==> src/rtl/spi_ctrl_pkg.sv <==
// -----------------------------------------------------------------------------
// spi_ctrl_pkg
// Shared types and constants for the SPI command controller:
//   opcode_t      - header opcode field encoding
//   state_t       - main controller states
//   load_phase_t  - sub-steps used while loading a word into the SPI transmitter
//   HDR_*_LSB     - bit positions of the header fields
//   STATUS_MAGIC  - upper byte of the status word
// -----------------------------------------------------------------------------
package spi_ctrl_pkg;

  typedef enum logic [1:0] {
    OP_NOP    = 2'b00,
    OP_WRITE  = 2'b01,
    OP_READ   = 2'b10,
    OP_STATUS = 2'b11
  } opcode_t;

  typedef enum logic [2:0] {
    IDLE,
    WR_DATA,
    RD_FETCH,
    RD_LOAD,
    RD_WAIT,
    ST_LOAD
  } state_t;

  // Transmit-load sequence shared by RD_LOAD and ST_LOAD.
  typedef enum logic [2:0] {
    LD_WAIT_DATA, // reg_re is high this cycle, read data arrives next cycle
    LD_CAPTURE,   // reg_rdata valid, capture it
    LD_READY,     // wait for the SPI transmitter to be idle
    LD_HOLD,      // first tx_valid cycle
    LD_DONE       // second tx_valid cycle
  } load_phase_t;

  // Header layout: [15:14] opcode, [13:8] start address, [7:0] count.
  localparam int HDR_OP_LSB   = 14;
  localparam int HDR_ADDR_LSB = 8;
  localparam int HDR_CNT_LSB  = 0;

  localparam logic [7:0] STATUS_MAGIC = 8'hA5;

endpackage

==> src/rtl/spi_cmd_ctrl_if.sv <==
// -----------------------------------------------------------------------------
// spi_cmd_ctrl_if
// Bundles the SPI-slave side and register-bus side of the command controller.
//   cs, rx_valid, rx_data, tx_ready  : from the SPI slave
//   tx_valid, tx_data                : to the SPI slave transmit register
//   reg_we, reg_addr, reg_wdata,
//   reg_re, reg_rdata                : register bus (read data one cycle after reg_re)
//   busy                             : controller not idle
// modport master : the controller; modport slave : its environment.
// -----------------------------------------------------------------------------
interface spi_cmd_ctrl_if #(
  parameter int DATA_SIZE  = 16,
  parameter int ADDR_WIDTH = 6
) ();

  logic                  cs;
  logic                  rx_valid;
  logic [DATA_SIZE-1:0]  rx_data;
  logic                  tx_valid;
  logic [DATA_SIZE-1:0]  tx_data;
  logic                  tx_ready;
  logic                  reg_we;
  logic [ADDR_WIDTH-1:0] reg_addr;
  logic [DATA_SIZE-1:0]  reg_wdata;
  logic                  reg_re;
  logic [DATA_SIZE-1:0]  reg_rdata;
  logic                  busy;

  modport master (
    input  cs, rx_valid, rx_data, tx_ready, reg_rdata,
    output tx_valid, tx_data, reg_we, reg_addr, reg_wdata, reg_re, busy
  );

  modport slave (
    output cs, rx_valid, rx_data, tx_ready, reg_rdata,
    input  tx_valid, tx_data, reg_we, reg_addr, reg_wdata, reg_re, busy
  );

endinterface

==> src/rtl/spi_cmd_ctrl_word_sync.sv <==
// -----------------------------------------------------------------------------
// spi_word_sync
// Brings the asynchronous chip select into the clk domain (2-FF synchronizer)
// and turns the rx_valid level into a one-cycle word event on its rising edge.
//   clk, rst_n : clock, async active-low reset
//   cs         : raw chip select (active-low, asynchronous)
//   rx_valid   : received-word level from the SPI slave
//   cs_sync    : synchronized chip select
//   word_evt   : one-cycle pulse per new received word
// -----------------------------------------------------------------------------
module spi_word_sync (
  input  logic clk,
  input  logic rst_n,
  input  logic cs,
  input  logic rx_valid,
  output logic cs_sync,
  output logic word_evt
);

  logic cs_meta_reg;
  logic cs_sync_reg;
  logic rx_valid_q;

  // Synchronizer resets to "deselected" and the edge detector to "high", so a
  // rx_valid that is already high when reset releases produces no event.
  always_ff @(posedge clk or negedge rst_n) begin
    if (!rst_n) begin
      cs_meta_reg <= 1'b1;
      cs_sync_reg <= 1'b1;
      rx_valid_q  <= 1'b1;
    end else begin
      cs_meta_reg <= cs;
      cs_sync_reg <= cs_meta_reg;
      rx_valid_q  <= rx_valid;
    end
  end

  assign cs_sync  = cs_sync_reg;
  assign word_evt = rx_valid & ~rx_valid_q;

endmodule

==> src/rtl/spi_cmd_ctrl.sv <==
// -----------------------------------------------------------------------------
// spi_cmd_ctrl
// Decodes header words received over SPI and runs register write bursts,
// register read bursts and a status readback.
//   clk, rst_n : clock, async active-low reset
//   bus        : spi_cmd_ctrl_if.master (SPI slave side + register bus + busy)
// Parameters: DATA_SIZE (SPI word width), ADDR_WIDTH (register address width),
//             CNT_WIDTH (burst count field width; burst length = count + 1).
// -----------------------------------------------------------------------------
module spi_cmd_ctrl
  import spi_ctrl_pkg::*;
#(
  parameter int DATA_SIZE  = 16,
  parameter int ADDR_WIDTH = 6,
  parameter int CNT_WIDTH  = 8
) (
  input  logic               clk,
  input  logic               rst_n,
  spi_cmd_ctrl_if.master     bus
);

  logic cs_sync;
  logic word_evt;

  spi_word_sync u_word_sync (
    .clk      (clk),
    .rst_n    (rst_n),
    .cs       (bus.cs),
    .rx_valid (bus.rx_valid),
    .cs_sync  (cs_sync),
    .word_evt (word_evt)
  );

  state_t                state_reg;
  load_phase_t           phase_reg;
  logic [ADDR_WIDTH-1:0] addr_reg;
  logic [CNT_WIDTH-1:0]  count_reg;
  logic [CNT_WIDTH-1:0]  burst_cnt_reg;
  logic [7:0]            frame_cnt_reg;
  logic [DATA_SIZE-1:0]  rd_word_reg;
  logic                  tx_valid_reg;
  logic [DATA_SIZE-1:0]  tx_data_reg;
  logic                  reg_we_reg;
  logic [ADDR_WIDTH-1:0] reg_addr_reg;
  logic [DATA_SIZE-1:0]  reg_wdata_reg;
  logic                  reg_re_reg;

  always_ff @(posedge clk or negedge rst_n) begin
    if (!rst_n) begin
      state_reg     <= IDLE;
      phase_reg     <= LD_WAIT_DATA;
      addr_reg      <= '0;
      count_reg     <= '0;
      burst_cnt_reg <= '0;
      frame_cnt_reg <= '0;
      rd_word_reg   <= '0;
      tx_valid_reg  <= 1'b0;
      tx_data_reg   <= '0;
      reg_we_reg    <= 1'b0;
      reg_addr_reg  <= '0;
      reg_wdata_reg <= '0;
      reg_re_reg    <= 1'b0;
    end else begin
      reg_we_reg <= 1'b0;
      reg_re_reg <= 1'b0;
      if (cs_sync) begin
        // Master deselected: drop whatever is in flight; frame_cnt is kept.
        state_reg     <= IDLE;
        phase_reg     <= LD_WAIT_DATA;
        addr_reg      <= '0;
        count_reg     <= '0;
        burst_cnt_reg <= '0;
        tx_valid_reg  <= 1'b0;
      end else begin
        case (state_reg)
          IDLE: begin
            if (word_evt) begin
              addr_reg      <= bus.rx_data[HDR_ADDR_LSB +: ADDR_WIDTH];
              count_reg     <= bus.rx_data[HDR_CNT_LSB +: CNT_WIDTH];
              burst_cnt_reg <= '0;
              case (opcode_t'(bus.rx_data[HDR_OP_LSB +: 2]))
                OP_WRITE: state_reg <= WR_DATA;
                OP_READ:  state_reg <= RD_FETCH;
                OP_STATUS: begin
                  // Status word is snapshotted now, so it reports completed
                  // commands before this one.
                  rd_word_reg <= DATA_SIZE'({STATUS_MAGIC, frame_cnt_reg});
                  phase_reg   <= LD_READY;
                  state_reg   <= ST_LOAD;
                end
                default: state_reg <= IDLE;
              endcase
            end
          end
          WR_DATA: begin
            if (word_evt) begin
              reg_we_reg    <= 1'b1;
              reg_addr_reg  <= addr_reg;
              reg_wdata_reg <= bus.rx_data;
              addr_reg      <= addr_reg + 1'b1;
              if (burst_cnt_reg == count_reg) begin
                state_reg     <= IDLE;
                frame_cnt_reg <= frame_cnt_reg + 1'b1;
              end else begin
                burst_cnt_reg <= burst_cnt_reg + 1'b1;
              end
            end
          end
          RD_FETCH: begin
            reg_re_reg   <= 1'b1;
            reg_addr_reg <= addr_reg;
            phase_reg    <= LD_WAIT_DATA;
            state_reg    <= RD_LOAD;
          end
          RD_LOAD, ST_LOAD: begin
            // Word events are deliberately ignored here.
            case (phase_reg)
              LD_WAIT_DATA: phase_reg <= LD_CAPTURE;
              LD_CAPTURE: begin
                rd_word_reg <= bus.reg_rdata;
                phase_reg   <= LD_READY;
              end
              LD_READY: begin
                if (bus.tx_ready) begin
                  tx_valid_reg <= 1'b1;
                  tx_data_reg  <= rd_word_reg;
                  phase_reg    <= LD_HOLD;
                end
              end
              LD_HOLD: phase_reg <= LD_DONE;
              LD_DONE: begin
                tx_valid_reg <= 1'b0;
                phase_reg    <= LD_WAIT_DATA;
                if (state_reg == ST_LOAD) begin
                  state_reg     <= IDLE;
                  frame_cnt_reg <= frame_cnt_reg + 1'b1;
                end else begin
                  state_reg <= RD_WAIT;
                end
              end
              default: phase_reg <= LD_WAIT_DATA;
            endcase
          end
          RD_WAIT: begin
            if (word_evt) begin
              addr_reg <= addr_reg + 1'b1;
              if (burst_cnt_reg == count_reg) begin
                state_reg     <= IDLE;
                frame_cnt_reg <= frame_cnt_reg + 1'b1;
              end else begin
                burst_cnt_reg <= burst_cnt_reg + 1'b1;
                state_reg     <= RD_FETCH;
              end
            end
          end
          default: state_reg <= IDLE;
        endcase
      end
    end
  end

  assign bus.tx_valid  = tx_valid_reg;
  assign bus.tx_data   = tx_data_reg;
  assign bus.reg_we    = reg_we_reg;
  assign bus.reg_addr  = reg_addr_reg;
  assign bus.reg_wdata = reg_wdata_reg;
  assign bus.reg_re    = reg_re_reg;
  assign bus.busy      = (state_reg != IDLE);

endmodule

==> src/flat_wrapper.sv <==
// flat-port wrapper written by rule: the top's interface ports become plain ports
module spi_cmd_ctrl_flat import spi_ctrl_pkg::*;
#(
  parameter int DATA_SIZE  = 16,
  parameter int ADDR_WIDTH = 6,
  parameter int CNT_WIDTH  = 8
)
  (clk, rst_n, bus_cs, bus_rx_valid, bus_rx_data, bus_tx_ready, bus_reg_rdata, bus_tx_valid, bus_tx_data, bus_reg_we, bus_reg_addr, bus_reg_wdata, bus_reg_re, bus_busy);
  spi_cmd_ctrl_if #(.DATA_SIZE(DATA_SIZE), .ADDR_WIDTH(ADDR_WIDTH)) bus_i ();
  input  logic clk;
  input  logic rst_n;
  input wire logic [$bits(bus_i.cs)-1:0] bus_cs;
  input wire logic [$bits(bus_i.rx_valid)-1:0] bus_rx_valid;
  input wire logic [$bits(bus_i.rx_data)-1:0] bus_rx_data;
  input wire logic [$bits(bus_i.tx_ready)-1:0] bus_tx_ready;
  input wire logic [$bits(bus_i.reg_rdata)-1:0] bus_reg_rdata;
  output wire logic [$bits(bus_i.tx_valid)-1:0] bus_tx_valid;
  output wire logic [$bits(bus_i.tx_data)-1:0] bus_tx_data;
  output wire logic [$bits(bus_i.reg_we)-1:0] bus_reg_we;
  output wire logic [$bits(bus_i.reg_addr)-1:0] bus_reg_addr;
  output wire logic [$bits(bus_i.reg_wdata)-1:0] bus_reg_wdata;
  output wire logic [$bits(bus_i.reg_re)-1:0] bus_reg_re;
  output wire logic [$bits(bus_i.busy)-1:0] bus_busy;
  assign bus_i.cs = bus_cs;
  assign bus_i.rx_valid = bus_rx_valid;
  assign bus_i.rx_data = bus_rx_data;
  assign bus_i.tx_ready = bus_tx_ready;
  assign bus_i.reg_rdata = bus_reg_rdata;
  assign bus_tx_valid = bus_i.tx_valid;
  assign bus_tx_data = bus_i.tx_data;
  assign bus_reg_we = bus_i.reg_we;
  assign bus_reg_addr = bus_i.reg_addr;
  assign bus_reg_wdata = bus_i.reg_wdata;
  assign bus_reg_re = bus_i.reg_re;
  assign bus_busy = bus_i.busy;
  spi_cmd_ctrl #(.DATA_SIZE(DATA_SIZE), .ADDR_WIDTH(ADDR_WIDTH), .CNT_WIDTH(CNT_WIDTH)) u_core (.clk(clk), .rst_n(rst_n), .bus(bus_i));
endmodule
==> config.mk <==
export PLATFORM = sky130hd
export DESIGN_NAME = spi_cmd_ctrl_flat
export DESIGN_NICKNAME = d
export VERILOG_FILES = /design/src/rtl/spi_ctrl_pkg.sv /design/src/rtl/spi_cmd_ctrl_if.sv /design/src/rtl/spi_cmd_ctrl_word_sync.sv /design/src/rtl/spi_cmd_ctrl.sv /design/src/flat_wrapper.sv
export SDC_FILE = /design/constraint.sdc
export NUM_CORES = 1
export LEC_CHECK = 0
export CAP_MARGIN = 20
export CELL_PAD_IN_SITES_DETAIL_PLACEMENT = 1
export CELL_PAD_IN_SITES_GLOBAL_PLACEMENT = 1
export CORE_MARGIN = 8
export CORE_UTILIZATION = 38
export CTS_BUF_LIST = sky130_fd_sc_hd__clkbuf_2
export CTS_CLUSTER_DIAMETER = 40
export CTS_CLUSTER_SIZE = 10
export DETAILED_ROUTE_END_ITERATION = 16
export HOLD_SLACK_MARGIN = 0.06
export PLACE_DENSITY_LB_ADDON = 0.1
export REMOVE_ABC_BUFFERS = 1
export SLEW_MARGIN = 5
export SYNTH_ARGS = -nofsm -noshare
export SYNTH_HDL_FRONTEND = slang
export SYNTH_SLANG_ARGS = --single-unit
==> constraint.sdc <==
create_clock -name clk -period 1.9 [get_ports clk]
set_clock_uncertainty 0.1 [all_clocks]
set_input_delay 0.38 -clock clk [delete_from_list [all_inputs] [get_ports clk]]
set_output_delay 0.38 -clock clk [all_outputs]
set_load 0.01 [all_outputs]
Word level (Yosys, flattened, before mapping)
Cells that the tools add are included.

Flip-flop bits (word level): 96. Input bits: 37. Output and inout port bits: 42. Word-level logic and storage cells: 126.

Add/sub/neg operators: 3. Eq/ne operators: 31. Muxes and demuxes: 48. Bitwise operators: 3. Reduce and logical (&&, ||, !) cells: 25.

Operators by type and width (count): 8-bit two-way mux (11); 16-bit two-way mux (3); 3-bit two-way mux (11); 16-bit one-hot mux with 2 select lines (1); 8-bit one-hot mux with 2 select lines (2); 6-bit two-way mux (4); 6-bit one-hot mux with 2 select lines (2); 3-bit inequality test, second input constant (6); 3-bit one-hot mux with 3 select lines (2); 8-bit by 1-bit adder with 8-bit output, second input constant (2); 3-bit one-hot mux with 5 select lines (1); 3-bit by 2-bit == test with 1-bit output, second input constant (4); 3-bit one-hot mux with 4 select lines (1); 3-bit AND reduction (4); 4-bit AND reduction (3); 2-bit nonzero test (6); 5-bit AND reduction (2); 3-bit == test, second input constant (3); 3-bit nonzero test (3); 8-bit == test (1); 1-bit two-way mux (8); 2-bit by 1-bit inequality test with 1-bit output, second input constant (4); 2-bit inequality test, second input constant (4); 6-bit by 1-bit adder with 6-bit output, second input constant (1); other kinds (15) (21).

Longest topological paths before layout
Gate-level depths: netlist (run 1).

Depth after elaboration: 5. Depth in mapped cells: 8. Gate-level depth less buffers: 6.

Hierarchy
A second synthesis (run 1) with hierarchy kept.

Cell total of the unflattened synthesis: 384. Area, all modules: 4516.8 µm².

By module, submodules not included: spi_cmd_ctrl (instances 1, cells each 380, area each 4424.2 µm²); spi_word_sync (instances 1, cells each 4, area each 92.6 µm²).

Worst setup path before layout (run 1)
OpenSTA, ideal clock, no wires.

Kind: reg-to-reg. Start point: register u_core.burst_cnt_reg[1]. End point: register u_core.frame_cnt_reg[1]. Library setup time: 128 ps. Arrival time: 1811 ps. Data required time: 1672 ps. Slack: -139 ps. Cell stages (with the launch flop): 6. Path buffers: 0. Period minus slack after synthesis: 2039 ps. Cell sequence: dfrtp_1 > xor2_1 > nor4_4 > a31oi_2 > nor2_1 > mux2_1.

Word-level cells in the longest chain between the ends: 3.

RTL lines: from (decl) (line spi_cmd_ctrl.sv:38) `logic [CNT_WIDTH-1:0] burst_cnt_reg;`; from (signal assigned) (line spi_cmd_ctrl.sv:105) `burst_cnt_reg <= burst_cnt_reg + 1'b1;`; from (signal assigned) (line spi_cmd_ctrl.sv:151) `burst_cnt_reg <= burst_cnt_reg + 1'b1;`; 8-bit == test (line spi_cmd_ctrl.sv:101, spi_cmd_ctrl.sv:147); 2-bit by 1-bit inequality test with 1-bit output (no line); 6-bit AND reduction (no line); to (signal assigned) (line spi_cmd_ctrl.sv:103) `frame_cnt_reg <= frame_cnt_reg + 1'b1;`; to (signal assigned) (line spi_cmd_ctrl.sv:136) `frame_cnt_reg <= frame_cnt_reg + 1'b1;`; to (signal assigned) (line spi_cmd_ctrl.sv:149) `frame_cnt_reg <= frame_cnt_reg + 1'b1;`; to (decl) (line spi_cmd_ctrl.sv:39) `logic [7:0] frame_cnt_reg;`.

Every way passes these cells. A chain may end at the register's enable or synchronous reset.

Final worst setup path (run 1)
Start point: register u_core.count_reg[1]. End point: register u_core.state_reg[2].

Word-level cells in the longest chain between the ends: 3.

RTL lines: from (decl) (line spi_cmd_ctrl.sv:37) `logic [CNT_WIDTH-1:0] count_reg;`; from (signal assigned) (line spi_cmd_ctrl.sv:79) `count_reg <= bus.rx_data[HDR_CNT_LSB +: CNT_WIDTH];`; 8-bit == test (line spi_cmd_ctrl.sv:101) `if (burst_cnt_reg == count_reg) begin`; 3-bit by 2-bit inequality test with 1-bit output (no line); 5-bit AND reduction (no line); to (signal assigned) (line spi_cmd_ctrl.sv:91) `default: state_reg <= IDLE;`; to (signal assigned) (line spi_cmd_ctrl.sv:102) `state_reg <= IDLE;`; to (signal assigned) (line spi_cmd_ctrl.sv:113) `state_reg <= RD_LOAD;`; to (decl) (line spi_cmd_ctrl.sv:34) `state_t state_reg;`.

Every way passes these cells.

==> results of run 1 <==
cells by family after synthesis:
family,after synthesis
fa+ha+maj,3
buf+inv,30
flops,96
simple gates,201
compound gates,71
xor+xnor,20
mux,28
metrics by stage:
step / area [um2] / utilization / cells / setup WS (ns)
after detailed placement: 5820 / 0.508 / 711 / -0.378
final: 6680 / 0.583 / 755 / -0.157
after floorplan: 4370 / - / 429 / -0.672
after global placement: 5820 / 0.508 / 711 / -0.264
after global routing: 6680 / 0.583 / 755 / -0.189
after CTS: 6300 / 0.550 / 747 / -0.162
cells in the mapped netlist, drive strengths merged, types with 9 or more instances:
cell   number
nor2       35
xor2       17
nand3      19
nor3       14
o21ai      15
nand2      96
inv         9
dfrtp      93
buf        14
a31oi      10
a21oi      23
mux2       25
worst max path at each step:
| stage | end | slack, ns | from |
|---|---|---|---|
| finish | u_core.state_reg[2]$_DFFE_PN0P_ | -0.16 | u_core.count_reg[1]$_DFFE_PN0P_ |
| global route | u_core.burst_cnt_reg[6]$_DFFE_PN0P_ | -0.19 | u_core.state_reg[2]$_DFFE_PN0P_ |
| CTS | bus_busy | -0.16 | u_core.state_reg[0]$_DFFE_PN0P_ |
| detailed placement | u_core.state_reg[1]$_DFFE_PN0P_ | -0.38 | bus_rx_valid |
| global placement | u_core.state_reg[2]$_DFFE_PN0P_ | -0.26 | bus_rx_valid |
| floorplan | u_core.rd_word_reg[0]$_DFFE_PN0P_ | -0.67 | bus_rx_valid |
cells in the final DEF (no fill, tap or decap), types with 12 or more instances in the layout:
cell type        instances
a21oi_1                 15
buf_4                   64
buf_6                   17
clkbuf_2                12
clkdlybuf4s50_1         35
dfrtp_1                 90
dlygate4sd2_1           41
mux2_2                  22
nand2_1                 93
nand3_1                 14
nor2_1                  22
critical path: stages, from the launching register on:
cell	delay [ns]
dfrtp_1	0.49
xor2_2	0.20
nor4_4	0.35
buf_4	0.21
a21oi_4	0.06
or2_4	0.25
mux2_4	0.30
power by group:
group | switching, mW | internal, mW | total, mW
clock network | 0.698 | 0.311 | 1.01
registers | 0.388 | 2.56 | 2.95
logic | 2.01 | 2.06 | 4.07
metal layers:
layer	vias to the layer above	wire, um	part of all wire	GRT usage
met5	-	0	0	0
li1	1848	-	-	-
met2	80	7230	0.52	0.296
met3	22	511	0.037	0.0379
met4	0	346	0.025	0.0758
met1	1978	5730	0.41	0.195
timing repair:
item / 4_1_cts / 5_1_grt
pin swaps: 35 / 28
hold buffers: 3 / 0
setup endpoints to repair: 90 / 82
setup buffers: 18 / 8
cloned: 0 / 3
hold endpoints to repair: 94 / 0
resized for setup: 102 / 72
area by class of cell:
| cell class | instances | area [um2] | share of cell area |
|---|---|---|---|
| Tap cell | 143 | 179 | 0.0268 |
| Clock buffer | 12 | 60.1 | 0.00899 |
| Timing Repair Buffer | 167 | 1560 | 0.234 |
| Clock inverter | 4 | 45.0 | 0.00674 |
| Sequential cell | 96 | 2410 | 0.361 |
| Multi-Input combinational cell | 323 | 2380 | 0.357 |
| Inverter | 10 | 42.5 | 0.00637 |
==> reports/qor.csv, run 1 <==
stage;metric;value;unit
route;drcViolationCount;0;
global_route;grtUsageTotal;0.170;
yosys;yosysTopAreaCellShare;0.521;
yosys;syn_inst;449;
yosys;synth_edf_count;0;
clock_tree;h-tree-depth;3;
route;wirelength;13.8;mm
cells_and_area;finalNetCount;647;
place;port_buffers;78;
global_route;first_global_vias;4286;
timing;slew_violations;0;
job;maxCapViolCount;0;
clock_tree;clock-sinks;96;
yosys;synth-compound-area-share;0.100;
yosys;synth_area_leader_cell;dfrtp_1;
route;wl_per_cell;18.3;um
die;core_area;11500;um2
status;status;finished, violations left;
yosys;syn-cell-area;4470;um2
clock_tree;cts_buffer_depth;2;
yosys;synth_top_family_by_area;simple AND/OR/NAND/NOR gates;
die;start_util;0.390;
timing;finalWorstSetupSlack;-0.157;ns
power;powerDensity;1200;nW/um2
timing;rsz0062_at_grt;true;
route;drtIter0Drc;248;
setup_path;reg2reg_slack;-0.16;ns
setup_path;worstSetupPathType;reg2reg;
global_route;grt_pass1_wl;21.7;mm
clock_tree;clk_pin_slew_worst_paths;0.28;ns
yosys;synthMuxAreaShare;0.0697;
clock_tree;cts_inserted_buffers;9;
die;ios;79;
yosys;synth.avg_cell_area;9.95;um2
route;via_count;3928;
yosys;synthXorXnorAreaFrac;0.0392;
die;die_area;15500;um2
yosys;async_flop_share;1.00;
min_path;min-delay-start;bus_rx_data[3];
setup_path;r2r_cells;6;
timing;hold_viol;0;
status;failed_checks;setup timing;
global_route;antenna_found_initial;0;
timing;finalCritPeriodShare;1.08;
yosys;ys_seq_area_frac;0.539;
timing;fin_crit;2.06;ns
timing;finalSetupTns;-2.45;ns
clock_tree;clkLatencyLatePin;0.60;ns
timing;max_freq;0.486;GHz
clock_tree;cts_tree;built;
route;dr.pass1.iters;4;
yosys;synth.distinct_cells;57;
route;antenna_left;0;
global_route;grt-ovfl-total;0;
cells_and_area;drive_gt1_frac;0.345;
power;p_leak;3.19;nW
setup_path;cp.arrival;2.45;ns
min_path;hold_depth;3;
cells_and_area;fillers;1255;
global_route;grt_max_degree;49;
timing;worst-slew-pin-transition;0.800;ns
timing;hold_slack;0.188;ns
yosys;synthFlopType;dfrtp_1;
yosys;synthSimpleGateAreaFrac;0.213;
power;ir_drop;617;uV
setup_path;r2r-end;u_core.state_reg[2]$_DFFE_PN0P_;
die;rows;39;
die;die_height;124;um
clock_tree;cts_root_buffer;clkbuf_2;
timing;max_slew_margin;0.465;
min_path;hold_end;u_core.bus.reg_wdata[3]$_DFFE_PN0P_;
yosys;synthTopCellsByArea;dfrtp_1, nand2_1, mux2_2, xor2_1, nor2_1;
route;vias_per_cell;5.20;
setup_path;r2r-start;u_core.count_reg[1]$_DFFE_PN0P_;
setup_path;start_kind;flip-flop;
yosys;yosys_warnings;0;
die;die_w;124;um
timing;finalSetupViolCount;49;
cells_and_area;antennaDiodeCount;0;
place;gp_congestion;0.870;
cells_and_area;syn_to_final_growth;49.6;%
place;hpwlAfterDp;8.80;mm
setup_path;crit_fanout;4;
yosys;synthAdderAreaFrac;0.00840;
setup_path;crit_required;2.30;ns
setup_path;critPathCaptureType;flip-flop;
yosys;synth-seq-cells;96;
min_path;hold_path_class;in2reg;
power;design_power_total;8.02;mW
(Power assumes the default switching activity.)
==> run 2, diff against run 1 <==
--- a/config.mk
+++ b/config.mk
@@ -17,6 +17,7 @@
 export HOLD_SLACK_MARGIN = 0.06
 export PLACE_DENSITY_LB_ADDON = 0.1
 export REMOVE_ABC_BUFFERS = 1
+export SETUP_SLACK_MARGIN = 0.4
 export SLEW_MARGIN = 5
 export SYNTH_ARGS = -nofsm -noshare
 export SYNTH_HDL_FRONTEND = slang
==> run 2 against run 1 <==
The flow still finishes with violations (setup timing). Combinational power rose by 37%. Sequential share of layout area fell by 4.5 points. Die area did not move. Largest cell class is now multi-input gates.
==> reports/qor.csv, run 2 (same netlist as run 1, synthesis figures left out) <==
stage;metric;value;unit
power;p_leak;3.50;nW
die;rows;39;
die;start_util;0.390;
place;gp_congestion;0.870;
clock_tree;cts_root_buffer;clkbuf_2;
setup_path;worstSetupPathType;reg2reg;
clock_tree;clock-sinks;96;
route;wirelength;17.5;mm
cells_and_area;syn_to_final_growth;70.7;%
cells_and_area;utilization;0.665;
route;vias_per_cell;5.34;
clock_tree;clk_pin_slew_worst_paths;0.27;ns
status;failed_checks;setup timing;
timing;finalCritPeriodShare;1.16;
timing;worst-slew-pin-transition;0.597;ns
power;power.internal;5.82;mW
route;dr.pass1.iters;4;
setup_path;crit_path_top_delay_cell;dfrtp_1;
cells_and_area;multi_input_area;2780;um2
route;antenna_left;0;
power;power_frac_seq;0.314;
timing;slew_violations;0;
status;status;finished, violations left;
global_route;grtUsageTotal;0.203;
timing;max_slew_margin;0.602;
global_route;grt_max_degree;49;
route;wl_per_cell;21.9;um
route;wl_met1;6.81;mm
setup_path;crit_fanout;5;
job;maxCapViolCount;0;
cells_and_area;mostFrequentLayoutCell;dfrtp_1;
timing;rsz0062_at_grt;true;
die;die_height;124;um
power;switching_share;0.396;
route;met2_length;9.56;mm
clock_tree;cts_inserted_buffers;9;
setup_path;r2r_cells;8;
timing;finalSetupViolCount;73;
timing;fin_crit;2.20;ns
cells_and_area;fillers;1189;
die;die_area;15500;um2
route;wl_met3;622;um
min_path;hold_path_class;in2async;
power;p_clk_frac;0.109;
die;core_area;11500;um2
cells_and_area;drive_gt1_frac;0.566;
setup_path;cp-endpoint;u_core.frame_cnt_reg[7]$_DFFE_PN0P_;
power;combPwrFrac;0.577;
clock_tree;cts_tree;built;
setup_path;crit_path_max_incr_delay;0.49;ns
setup_path;r2r-end;u_core.frame_cnt_reg[7]$_DFFE_PN0P_;
cells_and_area;antennaDiodeCount;0;
route;via_count;4268;
route;top_layer;met4;
timing;finalWorstSetupSlack;-0.297;ns
setup_path;r2r-start;u_core.burst_cnt_reg[1]$_DFFE_PN0P_;
setup_path;start_kind;flip-flop;
setup_path;critPathCaptureType;flip-flop;
power;ir_drop;702;uV
setup_path;cp.arrival;2.65;ns
power;switching_power;3.81;mW
cells_and_area;seqCellArea;2410;um2
clock_tree;cts_buffer_depth;2;
setup_path;crit_required;2.35;ns
global_route;antenna_found_initial;0;
global_route;grt-ovfl-total;0;
route;drcViolationCount;0;
global_route;first_global_vias;4687;
setup_path;crit_path_start;u_core.burst_cnt_reg[1]$_DFFE_PN0P_;
global_route;grt_pass1_wl;25.4;mm
place;hpwlAfterDp;8.80;mm
timing;hold_viol;0;
clock_tree;clkLatencyLatePin;0.61;ns
power;powerDensity;1260;nW/um2
die;die_w;124;um
cells_and_area;finalNetCount;691;
setup_path;crit_chain;xor2_2 -> nor4_4 -> buf_4 -> a31oi_4 -> buf_8 -> buf_6 -> nor3_4 -> xor2_1;
place;port_buffers;78;
timing;max_freq;0.455;GHz
die;ios;79;
cells_and_area;layout_common_cells;dfrtp_1, buf_4, nand2_1, buf_6, clkdlybuf4s50_1;
route;drtIter0Drc;222;
place;dp_slack;-0.378;ns
clock_tree;h-tree-depth;3;
setup_path;reg2reg_slack;-0.30;ns
==> run 2: changes by cell type in the layout (fill, tap and decap cells not counted), moves of 8 or more <==
cell | before | now
nand2_2 | 3 | 34
a21oi_1 | 15 | 7
buf_6 | 17 | 44
buf_16 | 0 | 8
buf_4 | 64 | 74
dlygate4sd2_1 | 41 | 0
nor2_1 | 22 | 14
buf_2 | 0 | 31
nand2_4 | 0 | 11
nand2_1 | 93 | 51
nor2_4 | 8 | 16
==> run 2: worst max-delay path: cells and delay by family (launching register included) <==
kind / cells / cell delay (ns)
XOR/XNOR: 2 / 0.41
AO/OA/AOI/OAI: 1 / 0.11
buffers and inverters: 3 / 0.49
flip-flops: 1 / 0.49
AND/OR/NAND/NOR: 2 / 0.54
==> run 2: metal layers <==
| metal | track usage | vias up |
|---|---|---|
| met4 | 0.0808 | 0 |
| met2 | 0.367 | 97 |
| met3 | 0.0400 | 33 |
| met1 | 0.228 | 2198 |
| met5 | 0 | - |
| li1 | - | 1940 |
==> run 2: cell type report <==
type / count / share of cell area
Clock buffer: 12 / 0.00788
Sequential cell: 96 / 0.316
Timing Repair Buffer: 211 / 0.275
Clock inverter: 4 / 0.00591
Tap cell: 143 / 0.0235
Inverter: 10 / 0.00689
Multi-Input combinational cell: 323 / 0.365
==> run 2: what timing repair did <==
| action | 4_1_cts | 5_1_grt |
|---|---|---|
| pin swaps | 101 | 51 |
| resized for setup | 373 | 89 |
| cloned | 9 | 2 |
| hold buffers | 3 | 2 |
| setup endpoints to repair | 134 | 152 |
| buffers inserted | 26 | 31 |
| hold endpoints to repair | 94 | 9 |
==> run 2: worst min-delay path by stage <==
stage / cells past startpoint / slack, ns / from / end
final: 3 / 0.17 / rst_n / u_core.rd_word_reg[13]$_DFFE_PN0P_
after global routing: 3 / 0.13 / rst_n / u_core.rd_word_reg[13]$_DFFE_PN0P_
after CTS: 3 / 0.15 / rst_n / u_core.bus.tx_data[10]$_DFFE_PN0P_
after detailed placement: 1 / 0.19 / rst_n / u_core.frame_cnt_reg[7]$_DFFE_PN0P_
after global placement: 1 / 0.19 / rst_n / u_core.rd_word_reg[7]$_DFFE_PN0P_
after floorplan: 0 / -0.02 / rst_n / u_core.addr_reg[0]$_DFFE_PN0P_
==> run 2: power groups by stage <==
stage	clock network (mW)	logic (mW)	registers (mW)
after floorplan	0	1.24	3.05
after global placement	0	2.93	2.94
after detailed placement	0	3.02	2.97
after CTS	1.04	4.18	2.99
after global routing	1.14	5.86	3.08
final	1.05	5.56	3.02
==> run 2: per-stage QoR <==
stage / instance area (um2) / cells / total power [mW] / hold slack (ns) / setup TNS [ns]
after floorplan: 4370 / 429 / 4.30 / -0.0156 / -19.78
after global placement: 5820 / 711 / 5.87 / 0.192 / -8.40
final: 7620 / 799 / 9.63 / 0.171 / -8.17
after global routing: 7620 / 799 / 10.1 / 0.134 / -11.35
after detailed placement: 5820 / 711 / 5.99 / 0.193 / -10.54
after CTS: 6910 / 765 / 8.22 / 0.148 / -0.805
==> run 3, diff against run 2 <==
--- a/config.mk
+++ b/config.mk
@@ -14,11 +14,12 @@
 export CTS_CLUSTER_DIAMETER = 40
 export CTS_CLUSTER_SIZE = 10
 export DETAILED_ROUTE_END_ITERATION = 16
+export GPL_ROUTABILITY_DRIVEN = 1
 export HOLD_SLACK_MARGIN = 0.06
 export PLACE_DENSITY_LB_ADDON = 0.1
 export REMOVE_ABC_BUFFERS = 1
-export SETUP_SLACK_MARGIN = 0.4
-export SLEW_MARGIN = 5
+export SETUP_SLACK_MARGIN = 0.15
+export SLEW_MARGIN = 0
 export SYNTH_ARGS = -nofsm -noshare
 export SYNTH_HDL_FRONTEND = slang
 export SYNTH_SLANG_ARGS = --single-unit
==> run 3 against run 2 <==
The flow still finishes with violations (setup timing). Wire length shrank 11%. Die area is the same. Via count is 4.2% lower. Clock power is essentially flat. Hold slack better by 0.00079 ns.
==> reports/qor.csv, run 3 (same netlist as run 1, synthesis figures left out) <==
stage;metric;value;unit
route;dr.pass1.iters;4;
setup_path;crit_fanout;4;
setup_path;crit_required;2.31;ns
timing;finalWorstSetupSlack;-0.233;ns
clock_tree;clk_pin_slew_worst_paths;0.27;ns
route;wirelength;15.6;mm
setup_path;critPathCaptureType;flip-flop;
global_route;first_global_vias;4473;
power;powerDensity;1220;nW/um2
route;wl_per_cell;20.2;um
cells_and_area;mostFrequentLayoutCell;dfrtp_1;
setup_path;cp.arrival;2.54;ns
cells_and_area;syn_to_final_growth;58.5;%
timing;finalSetupViolCount;68;
cells_and_area;fillers;1224;
clock_tree;cts_tree;built;
place;port_buffers;78;
timing;hold_slack;0.172;ns
cells_and_area;utilization;0.617;
job;maxCapViolCount;0;
route;drtIter0Drc;208;
setup_path;start_kind;flip-flop;
timing;hold_viol;0;
cells_and_area;drive_gt1_frac;0.495;
cells_and_area;finish.instance_area;7080;um2
timing;fin_crit;2.13;ns
cells_and_area;antennaDiodeCount;0;
die;core_area;11500;um2
die;rows;39;
setup_path;worstSetupPathType;reg2reg;
die;start_util;0.390;
status;failed_checks;setup timing;
cells_and_area;layout_common_cells;dfrtp_1, nand2_1, buf_4, buf_2, clkdlybuf4s50_1;
clock_tree;cts_inserted_buffers;9;
global_route;grt-ovfl-total;0;
route;vias_per_cell;5.30;
timing;worst-slew-pin-transition;0.797;ns
clock_tree;h-tree-depth;3;
die;die_height;124;um
status;status;finished, violations left;
global_route;antenna_found_initial;0;
clock_tree;clock-sinks;96;
clock_tree;cts_root_buffer;clkbuf_2;
place;dpl-instance-area;5820;um2
die;die_area;15500;um2
global_route;grt_max_degree;49;
global_route;grtUsageTotal;0.185;
timing;finalCritPeriodShare;1.12;
clock_tree;clkLatencyLatePin;0.60;ns
min_path;hold_path_class;in2async;
route;antenna_left;0;
route;drcViolationCount;0;
clock_tree;cts_buffer_depth;2;
timing;max_slew_margin;0.467;
timing;slew_violations;0;
power;ir_drop;617;uV
route;via_count;4089;
cells_and_area;finalNetCount;663;
place;gp_congestion;0.870;
place;dp_slack;-0.378;ns
global_route;grt_pass1_wl;23.4;mm
die;die_w;124;um
timing;max_freq;0.469;GHz
timing;finalSetupTns;-4.51;ns
die;ios;79;
power;p_leak;3.36;nW
place;hpwlAfterDp;8.80;mm
timing;rsz0062_at_grt;true;
[run 3: cell types whose count changed in the layout (fill, tap and decap cells not counted), moves of 3 or more]
cell,previous run,this run
nand2_4,11,8
mux2_2,22,12
nor2_4,16,13
buf_6,44,28
buf_2,31,41
nor2_1,14,17
buf_8,6,3
a21oi_2,11,5
nand2_1,51,66
nand2_2,34,22
buf_4,74,60
mux2_4,3,13
buf_16,8,4
a21oi_1,7,14
[run 3: final timing paths]
| kind | start | to | slack [ns] | cells after the start |
|---|---|---|---|---|
| worst max-delay path | u_core.burst_cnt_reg[1]$_DFFE_PN0P_ | u_core.state_reg[2]$_DFFE_PN0P_ | -0.23 | 6 |
| worst min register to register | u_core.u_word_sync.cs_meta_reg$_DFF_PN1_ | u_core.u_word_sync.cs_sync$_DFF_PN1_ | 0.28 | 0 |
| worst max register to register | u_core.burst_cnt_reg[1]$_DFFE_PN0P_ | u_core.state_reg[2]$_DFFE_PN0P_ | -0.23 | 6 |
| min in group clk | bus_reg_rdata[3] | u_core.rd_word_reg[3]$_DFFE_PN0P_ | 0.21 | 3 |
| worst min-delay path | rst_n | u_core.bus.tx_data[13]$_DFFE_PN0P_ | 0.17 | 3 |
| max in group asynchronous | rst_n | u_core.bus.tx_data[1]$_DFFE_PN0P_ | 0.33 | 3 |
[run 3: layout make-up]
| type | count | area (um2) | area share |
|---|---|---|---|
| inverters | 10 | 47.5 | 0.00672 |
| well taps | 143 | 179 | 0.0253 |
| clock buffers | 12 | 60.1 | 0.00849 |
| flip-flops and latches | 96 | 2410 | 0.340 |
| clock inverters | 4 | 45.0 | 0.00636 |
| multi-input cells | 323 | 2640 | 0.372 |
| repair buffers | 183 | 1700 | 0.240 |
[run 3: what timing repair did]
| action | CTS | global route |
|---|---|---|
| resized for setup | 309 | 88 |
| endpoints found under the hold margin | 94 | 0 |
| cloned | 4 | 3 |
| endpoints found under the setup margin | 131 | 94 |
| buffers inserted | 24 | 10 |
| pin swaps | 50 | 51 |
| hold buffers | 3 | 0 |
[run 3: per-layer routing]
metal | wire (um) | GRT usage | up-vias
li1 | - | - | 1890
met1 | 6380 | 0.216 | 2082
met2 | 8240 | 0.317 | 88
met3 | 515 | 0.0396 | 29
met4 | 456 | 0.0865 | 0
met5 | 0 | 0 | -
[run 3: power breakdown]
group | switching (mW) | internal [mW]
logic | 2.25 | 2.33
registers | 0.450 | 2.56
clock network | 0.714 | 0.311
[run 3: stage by stage]
step | instances | power, mW
2_1_floorplan | 429 | 4.30
3_3_place_gp | 711 | 5.87
3_5_place_dp | 711 | 5.99
4_1_cts | 758 | 7.93
5_1_grt | 771 | 9.11
6_report | 771 | 8.61
[run 3: critical path, stage by stage, from the launching register on]
cell and delay (ns):
dfrtp_1 0.47, xor2_2 0.19, nor4_4 0.40, buf_4 0.23
a21oi_4 0.07, or2_4 0.27, mux2_4 0.30
